[config.mk]
export PLATFORM = sky130hd
export DESIGN_NAME = spec_evt_generator
export DESIGN_NICKNAME = d
export VERILOG_FILES = /design/src/rtl/spec_evt_pkg.sv /design/src/rtl/spec_period_timer.sv /design/src/rtl/spec_evt_generator.sv
export SDC_FILE = /design/constraint.sdc
export NUM_CORES = 1
export LEC_CHECK = 0
export BUFFER_PORTS_ARGS = -buffer_cell sky130_fd_sc_hd__buf_4
export CORE_AREA = 2 2 39 41
export DETAILED_ROUTE_END_ITERATION = 10
export DIE_AREA = 0 0 41 43
export MAX_ROUTING_LAYER = met4
export PLACE_DENSITY = 0.83
export SETUP_SLACK_MARGIN = 0.1
export SYNTH_ARGS = -nofsm -noshare
export SYNTH_HDL_FRONTEND = slang
export SYNTH_SLANG_ARGS = --single-unit
[constraint.sdc]
create_clock -name clk_in -period 2.05 [get_ports clk_in]
set_input_delay 0.3075 -clock clk_in [delete_from_list [all_inputs] [get_ports clk_in]]
set_output_delay 0.3075 -clock clk_in [all_outputs]
set_load 0.01 [all_outputs]
[src/rtl/spec_evt_pkg.sv]
// Shared types and sizing helpers for the event-burst generator and the
// downstream event counters that must wrap at the same index.
package spec_evt_pkg;

    typedef enum logic [1:0] {
        IDLE = 2'd0,
        RUN  = 2'd1,
        DONE = 2'd2
    } evt_gen_state_t;

    // Counters size their index with this so both ends agree on the wrap point.
    function automatic int evt_idx_width(input int max_count);
        return (max_count > 1) ? $clog2(max_count) : 1;
    endfunction

endpackage

[src/rtl/spec_period_timer.sv]
// Reloadable down-counter that paces events: expires once every PERIOD
// enabled cycles, reloading itself on expiry.
module spec_period_timer #(
    parameter  int PERIOD = 4,
    localparam int TW     = (PERIOD > 1) ? $clog2(PERIOD) : 1
) (
    input  logic clk_in,
    input  logic rst_n_in,
    input  logic load_in,
    input  logic enable_in,
    output logic expire_out
);

    localparam logic [TW-1:0] LP_RELOAD = TW'(PERIOD - 1);

    logic [TW-1:0] r_count;

    assign expire_out = enable_in && (r_count == '0);

    always_ff @(posedge clk_in or negedge rst_n_in) begin
        if (!rst_n_in) begin
            r_count <= '0;
        end else if (load_in) begin
            r_count <= LP_RELOAD;
        end else if (enable_in) begin
            if (r_count == '0) begin
                r_count <= LP_RELOAD;
            end else begin
                r_count <= r_count - TW'(1);
            end
        end
    end

endmodule

[src/rtl/spec_evt_generator.sv]
// Event-burst generator: on start, emits MAX_COUNT single-cycle strobes spaced
// PERIOD cycles apart, tagged with index, almost-last and last flags.
module spec_evt_generator
    import spec_evt_pkg::*;
#(
    parameter  int MAX_COUNT = 6,
    parameter  int PERIOD    = 4,
    localparam int IW        = evt_idx_width(MAX_COUNT)
) (
    input  logic           clk_in,
    input  logic           rst_n_in,
    input  logic           start_in,
    input  logic           abort_in,
    output logic           evt_out,
    output logic [IW-1:0]  index_out,
    output logic           almost_out,
    output logic           last_out,
    output logic           busy_out,
    output logic           done_out,
    output evt_gen_state_t dbg_state_out
);

    localparam logic [IW-1:0] LP_LAST   = IW'(MAX_COUNT - 1);
    localparam logic [IW-1:0] LP_ALMOST = IW'(MAX_COUNT - 2);

    // start_in is a request sampled only in IDLE (no queuing); abort_in is a
    // level sampled only in RUN and wins over an event due on the same edge.
    evt_gen_state_t r_state;
    evt_gen_state_t w_nxt_state;
    logic [IW-1:0]  r_index;
    logic           w_load;
    logic           w_fire;
    logic           w_done;
    logic           w_expire;
    logic           w_timer_en;

    logic           r_evt;
    logic [IW-1:0]  r_index_out;
    logic           r_almost;
    logic           r_last;
    logic           r_busy;
    logic           r_done;

    assign w_timer_en = (r_state == RUN);

    spec_period_timer #(
        .PERIOD (PERIOD)
    ) u_timer (
        .clk_in     (clk_in),
        .rst_n_in   (rst_n_in),
        .load_in    (w_load),
        .enable_in  (w_timer_en),
        .expire_out (w_expire)
    );

    always_comb begin
        w_nxt_state = r_state;
        w_load      = 1'b0;
        w_fire      = 1'b0;
        w_done      = 1'b0;
        case (r_state)
            IDLE: begin
                if (start_in && !abort_in) begin
                    w_nxt_state = RUN;
                    w_load      = 1'b1;
                end
            end
            RUN: begin
                if (abort_in) begin
                    w_nxt_state = IDLE;
                end else if (w_expire) begin
                    w_fire = 1'b1;
                    if (r_index == LP_LAST) begin
                        w_nxt_state = DONE;
                    end
                end
            end
            DONE: begin
                w_nxt_state = IDLE;
                w_done      = 1'b1;
            end
            default: begin
                w_nxt_state = IDLE;
            end
        endcase
    end

    always_ff @(posedge clk_in or negedge rst_n_in) begin
        if (!rst_n_in) begin
            r_state     <= IDLE;
            r_index     <= '0;
            r_evt       <= 1'b0;
            r_index_out <= '0;
            r_almost    <= 1'b0;
            r_last      <= 1'b0;
            r_busy      <= 1'b0;
            r_done      <= 1'b0;
        end else begin
            r_state <= w_nxt_state;
            if (w_load) begin
                r_index <= '0;
            end else if (w_fire && (r_index != LP_LAST)) begin
                r_index <= r_index + IW'(1);
            end
            r_evt    <= w_fire;
            r_almost <= w_fire && (r_index == LP_ALMOST);
            r_last   <= w_fire && (r_index == LP_LAST);
            // Hold the last emitted index between strobes; clear on leaving RUN.
            if (w_fire) begin
                r_index_out <= r_index;
            end else if (w_nxt_state != RUN) begin
                r_index_out <= '0;
            end
            r_busy <= (w_nxt_state == RUN);
            r_done <= w_done;
        end
    end

    assign evt_out       = r_evt;
    assign index_out     = r_index_out;
    assign almost_out    = r_almost;
    assign last_out      = r_last;
    assign busy_out      = r_busy;
    assign done_out      = r_done;
    assign dbg_state_out = r_state;

endmodule

==> summary.md <==
| Metric | Value |
|---|---|
| FMAX | 653.9 MHz |
| Count leader, synth | dfrtp_1 |
| Synthesis warning total | 0 |
| Buffers on Ports | 13 |
| CTS tree | done |
| Post-Synth XOR/XNOR Area | 0% |
| Layout Skew | between 2 and 3 ps |
| H-tree levels | 1 |
| Power per Cell Area | around 800 nW/µm² |
| Final Hold Violating Endpoints | 0 |
| Min cycle time layout | 1529 ps |
| Post-synthesis async set-or-reset flop share | 100.0% |
| Clock slew at reported path FFs | about 90 ps |
| 1st-iter DRT viols | 9 |
| Placed inst area | approximately 770 µm² |
| Crit Path Class | flip-flop to flip-flop |
| Post-route clock period utilization | approximately three quarters |
| Least-Margin Pin Slew | approximately 440 ps |
| Setup crit start kind | flip-flop |
| Vias | 463 |
| Drc violations | 0 |
| Setup violations, final | 0 |
| First-pass GRT wire length | 1883 µm |
| Multiplexer share of the synthesized area | 3.008% |
| Average routed wire per standard cell | ~13 µm |
| Fin. max-slew vios | 0 |
| Drt total wl | about 1200 µm |
| Longest Clk Path Bufs | 2 |
| CTS buffer count | 3 |
| Post-synth EDFFs | 0 |
| Unrepaired setup endpoints after global routing | false |
| Largest family of logic cells by synthesized area | simple AND/OR/NAND/NOR gates |
| Max cap viols | 0 |
| Length of the first detailed-routing pass in iterations | 4 |
| Adder-cell share of the synthesized area | about 7.5% |
| Mapped cell area | between 600 and 700 µm² |
| Critical path peak fanout | 11 |
| CTS resizes | 0 |
| Fraction of the yosys area taken by sequential cells | 56.39% |
| Most used routing layer | met2 |
| Crit end category | flip-flop |
| Nets | slightly above 80 |
| Synth-to-Final Area Change | 21.62% |
| Peak VDD IR | roughly 360 µV |
| Area leader, netlist | dfrtp_1 |
| IO Count | 14 |
| Root buffer cell | clkbuf_4 |
| Main synth FF type | dfrtp_1 |
| Syn avg cell area | around 12 µm² |
| Met3 GRT Util | about 3.1% |
| Share of cells above drive strength 1 | between 20% and 30% |
| Core area | between 1000 and 1500 µm² |
| Max-slew headroom | a little over two thirds |
| Initial antenna violation count | 0 |
| Worst hold slack | around 220 ps |
| Clk sinks | 15 |
| Setup WS post-layout | around 520 ps |
| ANT cells | 0 |
| Mapped Nets | 63 |
| Die area | between 1500 and 2000 µm² |
| Starting Density | between 40 and 50% |
| Synth Instances | 55 |
| Remaining Overflow, GRT | 0 |
| Post-route cell area | ~800 µm² |
| Worst path arrival time | approximately 1700 ps |
| Met1 Use GR | around a fifth |
| Vias per std cell | between 5 and 6 |
| Synth Area in Compound Gates | roughly a tenth |
| Pin count of the biggest net entering global routing | 16 |
| Die X | roughly 40 µm |
| Setup Slack @ Placement | approximately 530 ps |
| Worst R2R Setup Slack | about 520 ps |
| LEAKAGE | 0.0004492 µW |
| Clk Latency, worst-skew pair | roughly 280 ps |
| Top cell type's share of synthesized area | 56.39% |
| Setup_tns | 0 ps |
| Synth Area in Simple Gates | slightly below 20% |
| Worst EP required | 2230 ps |
| Detailed Place HPWL | 847.3 µm |
| Die Y-Extent | around 43 µm |
| Placer congestion estimate | approximately 0.69 |
| Post-synth top cells | 15 x dfrtp_1, 6 x nand2_1, 5 x and3_1 |
| Synth top area cells | dfrtp_1 56%, ha_1 7.5%, and3_1 4.7% |
| Total track usage | between 15 and 20% |
| Library cells used by synthesis | 19 |
| Class of the worst hold path | primary input to flip-flop |
| Floorplan row count | 14 |
| #FFs+latches synth | 15 |
| Antenna-violating nets left | 0 |
| Routing usage on met2 | 24.38% |
| Vias in the first global route | 432 |
| Status | completed |
layout make-up:
| cell class | count | area [µm²] |
|---|---|---|
| Clock buffer | 3 | 22.52 |
| Clock inverter | 1 | 5.005 |
| Fill cell | 111 | 574.3 |
| Inverter | 4 | 15.01 |
| Multi-Input combinational cell | 35 | 264.0 |
| Sequential cell | 15 | 375.4 |
| Tap cell | 16 | 20.02 |
| Timing Repair Buffer | 14 | 107.6 |
metal layers:
metal | up-vias | part of all wire [%]
met1 | 218 | 43
met2 | 14 | 52
met5 | - | 0
met4 | 0 | 1.4
li1 | 227 | -
met3 | 4 | 3.8
placed cells by master, fill, tap and decap left out, drive strengths merged, types with 2 or more instances in the layout:
master / count
buf: 13
nor3: 2
inv: 4
nand2: 6
and3: 5
clkbuf: 3
a22o: 3
nand2b: 4
mux2i: 2
dfrtp: 15
ha: 4
critical path, stage by stage, from the launching register on:
cell and delay, ps:
dfrtp_1 400, inv_1 60, ha_1 180, and4bb_1 410, nand2_1 140, a31o_1 240
final timing paths:
check,startpoint,cells after the start,end
min in group asynchronous,rst_n_in,2,last_out
max reg2reg,u_timer.r_count[0],5,r_index[1]
max,u_timer.r_count[0],5,r_index[1]
max in group asynchronous,rst_n_in,2,u_timer.r_count[1]
min reg2reg,index_out[2],1,index_out[2]
min,abort_in,2,dbg_state_out[0]
logic make-up (layout without fill, tap and decap cells):
family	Yosys count	in the layout
AND/OR/NAND/NOR	21	21
flip-flops	15	15
AO/OA/AOI/OAI	8	8
buffers and inverters	5	22
adder cells (fa/ha/maj)	4	4
multiplexers	2	2
registers in the layout, indices dropped and copies added (netlist names):
register and count:
done_out 1, almost_out 1, last_out 1, u_timer.r_count 2, busy_out 1, r_index 3, index_out 3, evt_out 1
dbg_state_out 2
stage by stage:
step           utilization (%)  instances  power, µW
2_1_floorplan                -         55      445.7
4_1_cts                  58.50         88      663.2
3_3_place_gp             55.79         83      479.2
5_1_grt                  58.50         88      697.0
6_report                 58.50         88      645.9
3_5_place_dp             55.79         83      486.8
repair_timing:
action,CTS,global route
setup endpoints to repair,0,0
endpoints found under the hold margin,15,0
hold buffers,1,0
setup buffers,0,0
power breakdown:
| group | switching (µW) | internal (µW) |
|---|---|---|
| registers | 28.8 | 326 |
| logic | 65.4 | 62.2 |
| clock network | 91.1 | 72.4 |
No activity file was read; power rests on OpenSTA's default activity.
